--- src/rtl/ctc_pkg.sv ---
// Shared encodings for the serial-digit control/timing block: field codes,
// instruction types and pointer sub-operations.
package ctc_pkg;

    typedef enum logic [2:0] {
        FLD_P  = 3'b000,
        FLD_WP = 3'b001,
        FLD_XS = 3'b010,
        FLD_X  = 3'b011,
        FLD_S  = 3'b100,
        FLD_M  = 3'b101,
        FLD_W  = 3'b110,
        FLD_MS = 3'b111
    } field_t;

    localparam logic [1:0] TYP_FIELD = 2'b10;
    localparam logic [1:0] TYP_PTR   = 2'b00;

    localparam logic [3:0] SUB_SET = 4'b0011;
    localparam logic [3:0] SUB_TST = 4'b1011;
    localparam logic [3:0] SUB_DEC = 4'b0111;
    localparam logic [3:0] SUB_INC = 4'b1111;

endpackage

--- src/rtl/ctc_ws_gen_if.sv ---
// Bundle between the timing generator and the serial datapath it paces.
// No handshake: `is` is sampled on every rising clock while `sync` is high;
// all other signals are outputs of the generator valid for the current bit-time.
interface ctc_ws_gen_if #(
    parameter int PTR_W = 4
);
    logic             is;
    logic             sync;
    logic             ws;
    logic [PTR_W-1:0] digit;
    logic             t_last;
    logic [PTR_W-1:0] ptr;
    logic             tst_flag;

    modport master (
        input  is,
        output sync, ws, digit, t_last, ptr, tst_flag
    );

    modport slave (
        output is,
        input  sync, ws, digit, t_last, ptr, tst_flag
    );
endinterface

--- src/rtl/ctc_field_mask.sv ---
// Combinational digit-range test: is the current digit inside the selected field?
module ctc_field_mask
    import ctc_pkg::*;
#(
    parameter int NDIGIT     = 14,
    parameter int EXP_DIGITS = 3,
    parameter int PTR_W      = 4
) (
    input  logic [PTR_W-1:0] digit,
    input  field_t           field,
    input  logic [PTR_W-1:0] ptr,
    output logic             in_field
);
    localparam logic [PTR_W-1:0] XS_D = PTR_W'(EXP_DIGITS - 1);
    localparam logic [PTR_W-1:0] M_LO = PTR_W'(EXP_DIGITS);
    localparam logic [PTR_W-1:0] M_HI = PTR_W'(NDIGIT - 2);
    localparam logic [PTR_W-1:0] S_D  = PTR_W'(NDIGIT - 1);

    // digit never exceeds NDIGIT-1, so ms and w need no upper bound test
    always_comb begin
        in_field = 1'b0;
        unique case (field)
            FLD_P:   in_field = (digit == ptr);
            FLD_WP:  in_field = (digit <= ptr);
            FLD_XS:  in_field = (digit == XS_D);
            FLD_X:   in_field = (digit <= XS_D);
            FLD_M:   in_field = (digit >= M_LO) && (digit <= M_HI);
            FLD_MS:  in_field = (digit >= M_LO);
            FLD_S:   in_field = (digit == S_D);
            FLD_W:   in_field = 1'b1;
            default: in_field = 1'b0;
        endcase
    end
endmodule

--- src/rtl/ctc_ws_gen.sv ---
// Frame counter, serial instruction fetch, digit pointer and word-select
// generation for the serial-digit calculator datapath.
module ctc_ws_gen
    import ctc_pkg::*;
#(
    parameter int NDIGIT     = 14,
    parameter int DBITS      = 4,
    parameter int EXP_DIGITS = 3,
    parameter int IS_START   = 45,
    parameter int IS_LEN     = 10,
    parameter int PTR_W      = 4
) (
    input  logic          cph2,
    input  logic          rst,
    ctc_ws_gen_if.master  bus
);
    localparam int FRAME = NDIGIT * DBITS;
    localparam int CW    = $clog2(FRAME);

    localparam logic [CW-1:0]    CNT_LAST = CW'(FRAME - 1);
    localparam logic [CW-1:0]    WIN_LO   = CW'(IS_START);
    localparam logic [CW-1:0]    WIN_HI   = CW'(IS_START + IS_LEN - 1);
    localparam logic [PTR_W-1:0] PTR_MAX  = PTR_W'(NDIGIT - 1);

    logic [CW-1:0]     count;
    logic [IS_LEN-1:0] is_sr;
    logic [PTR_W-1:0]  ptr_q;
    logic              ws_en;
    field_t            field;
    logic              tst_q;

    logic [PTR_W-1:0]  digit;
    logic              sync;
    logic              in_field;
    logic              frame_end;

    logic [1:0]        typ;
    logic [3:0]        sub;
    logic [3:0]        n;
    logic [PTR_W-1:0]  ptr_nxt;
    logic              ws_en_nxt;
    field_t            field_nxt;
    logic              tst_nxt;

    assign digit     = PTR_W'(count / CW'(DBITS));
    assign sync      = (count >= WIN_LO) && (count <= WIN_HI);
    assign frame_end = (count == CNT_LAST);

    assign typ = is_sr[1:0];
    assign sub = is_sr[5:2];
    assign n   = is_sr[9:6];

    // Decode of the fetched word; committed only at the last bit-time of the
    // frame so pointer-relative masks stay stable for a whole frame.
    always_comb begin
        ptr_nxt   = ptr_q;
        ws_en_nxt = 1'b0;
        field_nxt = field;
        tst_nxt   = 1'b0;
        if (typ == TYP_FIELD) begin
            ws_en_nxt = 1'b1;
            field_nxt = field_t'(is_sr[4:2]);
        end else if (typ == TYP_PTR) begin
            unique case (sub)
                SUB_SET: if (32'(n) < NDIGIT) ptr_nxt = PTR_W'(n);
                SUB_TST: tst_nxt = (32'(ptr_q) == 32'(n));
                SUB_DEC: ptr_nxt = (ptr_q == '0) ? PTR_MAX : ptr_q - PTR_W'(1);
                SUB_INC: ptr_nxt = (ptr_q == PTR_MAX) ? '0 : ptr_q + PTR_W'(1);
                default: ptr_nxt = ptr_q;
            endcase
        end
    end

    always_ff @(posedge cph2) begin
        if (rst) begin
            count <= '0;
            is_sr <= '0;
            ptr_q <= '0;
            ws_en <= 1'b0;
            field <= FLD_P;
            tst_q <= 1'b0;
        end else begin
            count <= frame_end ? '0 : count + CW'(1);
            if (sync) begin
                is_sr <= {bus.is, is_sr[IS_LEN-1:1]};
            end
            if (frame_end) begin
                ptr_q <= ptr_nxt;
                ws_en <= ws_en_nxt;
                field <= field_nxt;
                tst_q <= tst_nxt;
            end
        end
    end

    ctc_field_mask #(
        .NDIGIT     (NDIGIT),
        .EXP_DIGITS (EXP_DIGITS),
        .PTR_W      (PTR_W)
    ) u_mask (
        .digit    (digit),
        .field    (field),
        .ptr      (ptr_q),
        .in_field (in_field)
    );

    assign bus.sync     = sync;
    assign bus.ws       = ws_en & in_field;
    assign bus.digit    = digit;
    assign bus.t_last   = ((count % CW'(DBITS)) == CW'(DBITS - 1));
    assign bus.ptr      = ptr_q;
    assign bus.tst_flag = tst_q;
endmodule

--- src/flat_wrapper.sv ---
// flat-port wrapper written by rule: the top's interface ports become plain ports
module ctc_ws_gen_flat import ctc_pkg::*;
#(
    parameter int NDIGIT     = 14,
    parameter int DBITS      = 4,
    parameter int EXP_DIGITS = 3,
    parameter int IS_START   = 45,
    parameter int IS_LEN     = 10,
    parameter int PTR_W      = 4
)
  (cph2, rst, bus_is, bus_sync, bus_ws, bus_digit, bus_t_last, bus_ptr, bus_tst_flag);
  ctc_ws_gen_if #(.PTR_W(PTR_W)) bus_i ();
  input  logic cph2;
  input  logic rst;
  input wire logic [$bits(bus_i.is)-1:0] bus_is;
  output wire logic [$bits(bus_i.sync)-1:0] bus_sync;
  output wire logic [$bits(bus_i.ws)-1:0] bus_ws;
  output wire logic [$bits(bus_i.digit)-1:0] bus_digit;
  output wire logic [$bits(bus_i.t_last)-1:0] bus_t_last;
  output wire logic [$bits(bus_i.ptr)-1:0] bus_ptr;
  output wire logic [$bits(bus_i.tst_flag)-1:0] bus_tst_flag;
  assign bus_i.is = bus_is;
  assign bus_sync = bus_i.sync;
  assign bus_ws = bus_i.ws;
  assign bus_digit = bus_i.digit;
  assign bus_t_last = bus_i.t_last;
  assign bus_ptr = bus_i.ptr;
  assign bus_tst_flag = bus_i.tst_flag;
  ctc_ws_gen #(.NDIGIT(NDIGIT), .DBITS(DBITS), .EXP_DIGITS(EXP_DIGITS), .IS_START(IS_START), .IS_LEN(IS_LEN), .PTR_W(PTR_W)) u_core (.cph2(cph2), .rst(rst), .bus(bus_i));
endmodule
--- config.mk ---
export PLATFORM = sky130hd
export DESIGN_NAME = ctc_ws_gen_flat
export DESIGN_NICKNAME = d
export VERILOG_FILES = /design/src/rtl/ctc_pkg.sv /design/src/rtl/ctc_ws_gen_if.sv /design/src/rtl/ctc_field_mask.sv /design/src/rtl/ctc_ws_gen.sv /design/src/flat_wrapper.sv
export SDC_FILE = /design/constraint.sdc
export NUM_CORES = 1
export LEC_CHECK = 0
export CELL_PAD_IN_SITES_DETAIL_PLACEMENT = 1
export CELL_PAD_IN_SITES_GLOBAL_PLACEMENT = 1
export CORE_UTILIZATION = 38
export CTS_CLUSTER_SIZE = 10
export DETAILED_ROUTE_END_ITERATION = 10
export GPL_TIMING_DRIVEN = 0
export MAX_ROUTING_LAYER = met4
export PLACE_DENSITY = 0.84
export REMOVE_ABC_BUFFERS = 1
export SYNTH_ARGS = -nofsm -noshare
export SYNTH_HDL_FRONTEND = slang
export SYNTH_SLANG_ARGS = --single-unit
--- constraint.sdc ---
create_clock -name cph2 -period 1.65 [get_ports cph2]
set_input_delay 0.165 -clock cph2 [delete_from_list [all_inputs] [get_ports cph2]]
set_output_delay 0.165 -clock cph2 [all_outputs]
set_load 0.1 [all_outputs]
==> results_dict.tcl <==
set metrics [dict create \
    cp.buffers_inverters 2 \
    crit_chain "clkinvlp_4 -> ha_4 -> nor2b_1 -> o21a_1 -> o21ai_1 -> nand3_1 -> a31oi_2 -> buf_6" \
    worstMarginPinSlew_ps 849 \
    fin_crit_ps 2100 \
    clkLatencyLatePin_ps 270 \
    synth_compound_area_share_pct 20.0 \
    r2r_setup_slack_ps -160 \
    multi_input_area_sq_um 1020 \
    io_pins 15 \
    clock_path_buffers 2 \
    grt_max_degree 23 \
    final-seq-area_sq_um 526 \
    cts_tree "yes" \
    yosys.area.top_type "dfxtp_1" \
    synth-edff-count 0 \
    fmax_mhz 475 \
    post-route-util_pct 51.1 \
    synth_area_leaders "dfxtp_1 (33%), ha_1 (9.0%), a21oi_1 (5.2%)" \
    ir_drop_mv 0.684 \
    drt_first_pass_iters 4 \
    gr-total-overflow 0 \
    maxCapViolCount 0 \
    cp.arrival_ps 1940 \
    outcome "complete, but fails checks" \
    synth_xor_area_share_pct 4.59 \
    finalPower_w 0.00111 \
    start_util_pct 40.5 \
    crit_path_end_kind "primary output" \
    antenna_found_initial 0 \
    areaGrowthSynthToFinish_pct 26.2 \
    ys_warn_count 0 \
    max_slew_margin_pct 43.4 \
    synth_fa_ha_area_share_pct 9.01 \
    fillers 421 \
    critPathLaunchType "flop" \
    skew_ps 2.87 \
    hold_class "reg -> reg" \
    cts_made_buffers 3 \
    gp_congestion 0.826 \
    crit_family "compound AO/OA/AOI/OAI gates" \
    placementRows 22 \
    synth_mux_area_share_pct 3.93 \
    cpPeakStageDelay_ps 370 \
    crit_path_max_fanout 2 \
    clk_pin_slew_ps 100 \
    root_buffer "clkbuf_8" \
    synth_top_family_by_area "simple AND/OR/NAND/NOR gates" \
    synth.distinct_cells 43 \
    die-area_sq_um 4280 \
    htree_num_levels 1 \
    syn_inst 181 \
    viasPerCell 5.69 \
    power_density_nw_per_um2 574 \
    synth_common_cells "dfxtp_1 (25), nand2_1 (17), nor2_1 (17)" \
    yosys.area.top_type_share_pct 32.8 \
    violations "setup timing" \
    final_layout_size_suffix_gt1_share_pct 31.8 \
    routed-via-count 1382 \
    report.final.slew_viol_count 0 \
    post_drt_wl_per_cell_microns 17.9 \
    wirelength_mm 4.36 \
    crit_type "reg -> out" \
    nNetsFinal 210 \
    num_antenna_cells 0 \
    ys_async_sr_fraction_pct 0 \
    rsz0062_at_grt "yes" \
    leakagePower_nw 0.697 \
    mappedNetlistArea_sq_um 1530 \
    setup_viol 7 \
    die_width_microns 65.4 \
    synth_seq_cells 25 \
    worst_slack_ps -454 \
    avgSynthCellArea_sq_um 8.44 \
    clock_sinks 25 \
    synth_most_common_cell "dfxtp_1" \
    hold_viol 0 \
    synth-simple-area-share_pct 22.4 \
    grt_pass1_wl_mm 6.64 \
    grt_pass1_vias 1388 \
    cp.required_ps 1480 \
    grt_usage_pct 20.8 \
    drc 0 \
    dpl.hpwl_mm 2.80 \
    core_sq_um 3770 \
    drtAntennaViolNets 0 \
    yosysSeqAreaShare_pct 32.8 \
    port_buffers 14 \
    crit_slowest_cell "dfxtp_4" \
    drt_iter0_drc 61 \
    die_h_microns 65.4 \
    fin_crit_sh_pct 127 \
    yosys_most_used_dff "dfxtp_1" \
]
registers in the layout (all words and copies together) (netlist names):
name	cells
u_core.is_sr	10
u_core.count	6
u_core.bus.ptr	4
u_core.field	3
u_core.bus.tst_flag	1
u_core.ws_en	1
cell usage in the layout, fill, tap and decap left out, types with 2 or more instances in the layout:
cell             Yosys  routed
xor2_1               2       2
nand3_1             14      14
dfxtp_2              0       5
a21oi_2              0       2
dfxtp_4              0       5
a211oi_2             2       3
xnor2_1              6       6
nand4_1              2       2
mux2i_1              6       6
ha_1                11       7
o311a_1              2       2
clkdlybuf4s15_2      0       7
nand2_1             17      17
buf_6                1       4
a31oi_1              4       3
inv_1                9       6
o2111ai_1            2       2
and4b_1              2       2
nor2_1              17      17
a21oi_1             16      14
buf_4                4       5
dfxtp_1             25      15
o21ai_0              7       5
clkbuf_8             0       3
ha_4                 0       4
worst reg2reg max path: cells and delay by family (launching register included):
kind            cells  cell delay [ps]
flops               1              370
fa+ha+maj           1              170
simple gates        2              240
mux                 1               90
compound gates      2              470
buf+inv             3              400
stage by stage:
stage                     instance area (sq um)  TNS (ps)  cells  setup WS, ps  hold WS, ps
final                                      1930     -1200    243          -454          476
after global routing                       1930     -1920    243          -561          517
after CTS                                  1810     -1430    239          -491          481
after detailed placement                   1650     -9580    230         -1400          466
after global placement                     1650     -7740    230         -1280          441
after floorplan                            1450    -16760    168         -2180          230
routing by layer:
metal	GRT usage, %	vias to the layer above	part of all wire, %
met2	36.0	30	51
met1	24.7	681	44
met3	4.51	6	3.7
met5	-	-	0
met4	4.35	0	1.2
li1	-	665	-
area by class of cell:
type	count	area share, %
timing repair buffer	23	11.8
inverter	9	2.08
clock inverter	1	0.454
multi-input combinational	134	53.1
tap	48	3.11
clock buffer	3	2.14
sequential	25	27.3
what timing repair did:
action | in CTS | in global routing
setup buffers | 5 | 5
gates cloned | 0 | 1
endpoints found under the setup margin | 31 | 19
hold buffers | 0 | 0
gates resized for setup | 73 | 25
pin swaps | 9 | 6
report_power, final:
part | total (W) | switching (W) | internal, W
registers | 0.000618 | 0.0000144 | 0.000603
clock network | 0.000398 | 0.000220 | 0.000177
logic | 0.0000906 | 0.0000583 | 0.0000323
final timing paths:
kind / cells past startpoint / endpoint / start
max: 8 / bus_ws / u_core.bus.ptr[1]
min: 2 / u_core.is_sr[0] / u_core.is_sr[0]
max reg2reg: 9 / u_core.bus.ptr[1] / u_core.bus.ptr[1]
min reg2reg: 2 / u_core.is_sr[0] / u_core.is_sr[0]
cells by family (layout without fill, tap and decap cells):
family	count (synthesis)	count (layout)
muxes	6	6
xor gates and xnor gates	8	8
adders and majority gates	11	11
AOI/OAI and AO/OA	42	42
DFF	25	25
and+or+nand+nor	67	67
buffers and inverters	22	36
Power figures use the tool's default switching activity.
